==> config.mk <==
export PLATFORM = sky130hd
export DESIGN_NAME = ahb_lite_refill_master
export DESIGN_NICKNAME = d
export VERILOG_FILES = /design/src/rtl/ahb_lite_refill_master.sv
export SDC_FILE = /design/constraint.sdc
export NUM_CORES = 1
export LEC_CHECK = 0
export BUFFER_PORTS_ARGS = -buffer_cell sky130_fd_sc_hd__buf_2
export CAP_MARGIN = 40
export CORE_MARGIN = 2
export CORE_UTILIZATION = 45
export DETAILED_ROUTE_END_ITERATION = 10
export GPL_TIMING_DRIVEN = 0
export PLACE_DENSITY = 0.75
export SLEW_MARGIN = 20
export SYNTH_ARGS = -nofsm -noshare
export SYNTH_HDL_FRONTEND = slang
export SYNTH_SLANG_ARGS = --single-unit
==> constraint.sdc <==
create_clock -name hclk -period 2 [get_ports hclk]
set_input_delay 0.2 -clock hclk [delete_from_list [all_inputs] [get_ports hclk]]
set_output_delay 0.2 -clock hclk [all_outputs]
set_load 0.01 [all_outputs]
==> src/rtl/ahb_lite_refill_master.sv <==
// rtl/ahb_lite_refill_master.sv - AHB-Lite read-burst master that refills one I-cache line
// Issues one aligned INCR4/8/16 read burst per miss and returns the assembled line with a one-cycle pulse.
module ahb_lite_refill_master #(
    parameter int ADDR_WIDTH = 32,
    parameter int DATA_WIDTH = 32,
    parameter int LINE_WORDS = 4
) (
    input  logic                             hclk,
    input  logic                             hrstn,
    input  logic                             req_valid,
    output logic                             req_ready,
    input  logic [ADDR_WIDTH-1:0]            req_addr,
    output logic                             resp_valid,
    output logic [LINE_WORDS*DATA_WIDTH-1:0] resp_data,
    output logic                             resp_err,
    output logic [ADDR_WIDTH-1:0]            haddr,
    output logic [1:0]                       htrans,
    output logic                             hwrite,
    output logic [2:0]                       hsize,
    output logic [2:0]                       hburst,
    output logic [3:0]                       hprot,
    output logic [DATA_WIDTH-1:0]            hwdata,
    input  logic [DATA_WIDTH-1:0]            hrdata,
    input  logic                             hready,
    input  logic                             hresp
);
    localparam int IW = $clog2(LINE_WORDS);
    localparam int CW = IW + 1;
    localparam logic [CW-1:0]         LAST      = CW'(LINE_WORDS - 1);
    localparam logic [CW-1:0]         FULL      = CW'(LINE_WORDS);
    localparam logic [ADDR_WIDTH-1:0] OFFS_MASK = ADDR_WIDTH'(LINE_WORDS * 4 - 1);
    localparam logic [ADDR_WIDTH-1:0] WORD_STEP = ADDR_WIDTH'(4);
    localparam logic [2:0] BURST = (LINE_WORDS == 16) ? 3'b111 :
                                   (LINE_WORDS == 8)  ? 3'b101 : 3'b011;
    localparam logic [1:0] HT_IDLE   = 2'b00;
    localparam logic [1:0] HT_NONSEQ = 2'b10;
    localparam logic [1:0] HT_SEQ    = 2'b11;

    typedef enum logic [2:0] {S_IDLE, S_ADDR, S_DATA, S_ERR, S_RESP} state_t;

    state_t                           state_q, state_d;
    logic [CW-1:0]                    addr_cnt_q, addr_cnt_d;
    logic [CW-1:0]                    data_cnt_q, data_cnt_d;
    logic [ADDR_WIDTH-1:0]            haddr_q, haddr_d;
    logic [LINE_WORDS*DATA_WIDTH-1:0] line_q, line_d;
    logic                             err_q, err_d;
    logic                             addr_pending;

    always_ff @(posedge hclk or negedge hrstn) begin
        if (!hrstn) begin
            state_q    <= S_IDLE;
            addr_cnt_q <= '0;
            data_cnt_q <= '0;
            haddr_q    <= '0;
            line_q     <= '0;
            err_q      <= 1'b0;
        end else begin
            state_q    <= state_d;
            addr_cnt_q <= addr_cnt_d;
            data_cnt_q <= data_cnt_d;
            haddr_q    <= haddr_d;
            line_q     <= line_d;
            err_q      <= err_d;
        end
    end

    // haddr_q always holds the address on the bus; it only advances when a transfer is accepted.
    always_comb begin
        state_d      = state_q;
        addr_cnt_d   = addr_cnt_q;
        data_cnt_d   = data_cnt_q;
        haddr_d      = haddr_q;
        line_d       = line_q;
        err_d        = err_q;
        htrans       = HT_IDLE;
        hburst       = 3'b001;
        addr_pending = (addr_cnt_q < FULL);

        case (state_q)
            S_IDLE: begin
                if (req_valid) begin
                    haddr_d    = req_addr & ~OFFS_MASK;
                    addr_cnt_d = '0;
                    data_cnt_d = '0;
                    err_d      = 1'b0;
                    state_d    = S_ADDR;
                end
            end
            S_ADDR: begin
                htrans = HT_NONSEQ;
                hburst = BURST;
                if (hready) begin
                    addr_cnt_d = CW'(1);
                    haddr_d    = haddr_q + WORD_STEP;
                    state_d    = S_DATA;
                end
            end
            S_DATA: begin
                hburst = BURST;
                if (addr_pending) begin
                    htrans = HT_SEQ;
                end
                if (hready) begin
                    if (hresp) begin
                        // ERROR without its first wait cycle: close out the line as failed.
                        line_d  = '0;
                        err_d   = 1'b1;
                        state_d = S_RESP;
                    end else begin
                        line_d[data_cnt_q[IW-1:0]*DATA_WIDTH +: DATA_WIDTH] = hrdata;
                        data_cnt_d = data_cnt_q + CW'(1);
                        if (addr_pending) begin
                            addr_cnt_d = addr_cnt_q + CW'(1);
                            if (addr_cnt_q != LAST) begin
                                haddr_d = haddr_q + WORD_STEP;
                            end
                        end
                        if (data_cnt_q == LAST) begin
                            state_d = S_RESP;
                        end
                    end
                end else if (hresp) begin
                    line_d  = '0;
                    state_d = S_ERR;
                end
            end
            S_ERR: begin
                if (hready) begin
                    err_d   = 1'b1;
                    state_d = S_RESP;
                end
            end
            S_RESP: begin
                err_d   = 1'b0;
                state_d = S_IDLE;
            end
            default: begin
                state_d = S_IDLE;
            end
        endcase
    end

    assign req_ready  = (state_q == S_IDLE);
    assign resp_valid = (state_q == S_RESP);
    assign resp_data  = line_q;
    assign resp_err   = err_q;
    assign haddr      = haddr_q;
    assign hwrite     = 1'b0;
    assign hsize      = 3'b010;
    assign hprot      = 4'b0010;
    assign hwdata     = '0;

endmodule

==> impl_metrics.json <==
{
  "netlist.area_leader.share_pct": 54.9,
  "layout_setup_ws_ps": 56.5,
  "root_buffer": "clkbuf_16",
  "yosysTopAreaCell": "dfrtp_1",
  "io_pins": 277,
  "max_freq_mhz": 515,
  "drc": 0,
  "worst_setup_path_start_kind": "flop",
  "cp-end-kind": "output port",
  "post-route-period-util_pct": 97.2,
  "synthArstFlopShare_pct": 100,
  "die-height_um": 134,
  "ys_types": 62,
  "cts_tree": "yes",
  "grt_max_degree": 65,
  "clk_latency_ps": 430,
  "tns_ps": 0,
  "grt_usage_pct": 24.0,
  "core_area_um2": 16600,
  "io_buffers": 226,
  "wire_per_inst_um": 18.8,
  "ff_latch_area_um2": 4210,
  "start_util_pct": 46.1,
  "finalHoldViolations": 0,
  "crit_fanout": 10,
  "row_count": 47,
  "maxSlewHeadroom_pct": 62.8,
  "finalClockSkew_ps": 15.1,
  "synthTopCellsByArea": "dfrtp_1, a22o_1, buf_4",
  "dp_worst_setup_slack_ps": -384,
  "synthCells": 645,
  "critPathKind": "flop to output port",
  "maxCapViolCount": 0,
  "outcome": "finished clean",
  "synth-seq-cells": 168,
  "nets": 1032,
  "clkSinkCount": 168,
  "peakVddDrop_mv": 0.698,
  "nFillCells": 1379,
  "cts_buffers": 17,
  "vias_per_cell": 5.59,
  "die_x_um": 134,
  "numPlacedInstances": 1135,
  "period_needed_ps": 1940,
  "fin_cells": 1187,
  "area_growth_pct": 33.3,
  "worstPathArrival_ps": 1740,
  "antenna_found_initial": 0,
  "grt_pass1_wl_mm": 34.0,
  "slew_viol_final": 0,
  "setup-violations-final": 0,
  "drt_iter0_drc": 469,
  "power_density_nw_per_um2": 1350,
  "final_util_pct": 61.5,
  "final_layout_size_suffix_gt1_share_pct": 42.5,
  "grt_pass1_vias": 6276,
  "clk_pin_slew_ps": 80,
  "clockBufferDepth": 2,
  "synth_edf_count": 0,
  "vias": 6635,
  "avgSynthCellArea_um2": 11.9,
  "yosysWarnings": 0,
  "antenna_cells": 0,
  "netlist_area_um2": 7650,
  "min_path_type": "input port to flop",
  "antenna_left": 0,
  "tightest_slew_ps": 558,
  "cts_htree_levels": 4,
  "place_congestion": 0.899,
  "worstPathRequired_ps": 1800,
  "routed_wl_mm": 22.3,
  "dieArea_um2": 18100,
  "leakagePower_nw": 5.39,
  "firstDrtPassIters": 5,
  "overflow": 0,
  "dp.final_hpwl_mm": 15.3,
  "multiInputGateArea_um2": 3050,
  "synth_flop_cell": "dfrtp_1",
  "seq_area_frac_synth_pct": 54.9
}
[cells by family (layout without fill, tap and decap cells)]
family	Yosys count	after routing	synth area share, %
XOR/XNOR	1	1	0.114
AND/OR/NAND/NOR	119	119	9.27
flip-flops	168	168	54.9
AO/OA/AOI/OAI	237	237	25.3
adder cells (fa/ha/maj)	9	9	1.47
multiplexers	5	5	0.670
other	2	44	0.0981
buffers and inverters	104	384	8.13
[report_power, final]
part | internal (mW) | switching (mW) | leakage [nW]
registers | 4.06 | 0.660 | 2.25
logic | 2.39 | 3.26 | 2.84
clock network | 1.83 | 1.55 | 0.297
[worst max-delay path, cell delays in order (launching register included)]
cell and delay (ps):
dfrtp_1 360, buf_4 160, xor2_2 180, nand2b_1 140
inv_2 80, buf_8 130, buf_8 130, buf_2 130
[cells in the mapped netlist (all sizes together) (3+ instances only)]
library cell  number
dfrtp            168
nand4             10
a2bb2oi           10
and3               3
inv               13
nor2              12
mux2i              4
nor3              10
a22o             129
o21ai             21
o22ai             11
or3                4
and2               3
a21o               6
a21oi             33
nor4               6
nor4b              3
a311oi             3
nand3b             3
o31ai              4
buf               71
a31oi              3
a22oi              4
ha                 9
nand3             19
clkbuf            20
nand2             39
[final timing paths]
| path | end | start | slack (ps) | cells past startpoint |
|---|---|---|---|---|
| worst min-delay path | resp_data[90] | hrdata[26] | 30 | 2 |
| max in group asynchronous | resp_data[31] | hrstn | 790 | 4 |
| min in group asynchronous | haddr[5] | hrstn | 260 | 2 |
| worst max-delay path | hburst[1] | state_q[1] | 60 | 7 |
| worst min register to register | data_cnt_q[2] | data_cnt_q[2] | 490 | 2 |
| worst max register to register | haddr[29] | haddr[9] | 60 | 6 |
[per-stage QoR]
step | hold slack (ps) | power [mW] | instance area [µm²]
global route | 30.4 | 14.4 | 10200
floorplan | -95.6 | 7.98 | 7810
global placement | 463 | 9.69 | 9220
finish | 33.8 | 13.8 | 10200
detailed placement | 132 | 9.79 | 9280
CTS | 19.4 | 13.4 | 10000
[flip-flops by register name, summed over array words and instances (netlist names)]
name / count
data_cnt_q: 3
state_q: 3
resp_err: 1
addr_cnt_q: 3
haddr: 30
resp_data: 128
[layout by cell type (no fill, tap or decap), types with 4 or more instances in the layout]
cell type	instances
buf_4	76
a21oi_1	24
mux2i_1	4
clkbuf_1	7
or3_1	4
o21ai_0	19
a21oi_2	8
a22o_1	129
nand4_1	9
inv_1	12
clkbuf_16	17
buf_6	7
o22ai_1	11
ha_1	7
a21o_1	5
inv_8	5
inv_6	4
o31ai_1	4
nand3_1	15
a22oi_1	4
dfrtp_1	164
conb_1	44
nor3_1	6
nor2_1	12
nand3_2	4
a2bb2oi_2	8
nand2_1	38
clkbuf_2	11
dfrtp_2	4
buf_2	230
[layout make-up]
class                      instances  area share [%]
multi-input combinational        415            29.9
tap                              220            2.70
clock buffer                      18            4.31
clock inverter                    14            1.67
inverter                          13           0.478
timing repair buffer             249            13.3
sequential                       168            41.3
buffer                            90            6.34
[routing by layer]
metal / vias to the layer above / wire, µm / track usage, %
met1: 3275 / 9340 / 33.0
met3: 53 / 1760 / 4.99
met2: 345 / 10500 / 37.7
met5: - / 0 / 0
li1: 2962 / - / -
met4: 0 / 720 / 9.12
[repair_timing]
item                                   CTS  global route
pin swaps                                2             6
setup endpoints to repair              137           152
resized for setup                       21            45
hold buffers                             1             0
buffers inserted                         6            14
endpoints found under the hold margin   47             0
Power figures use the tool's default switching activity.
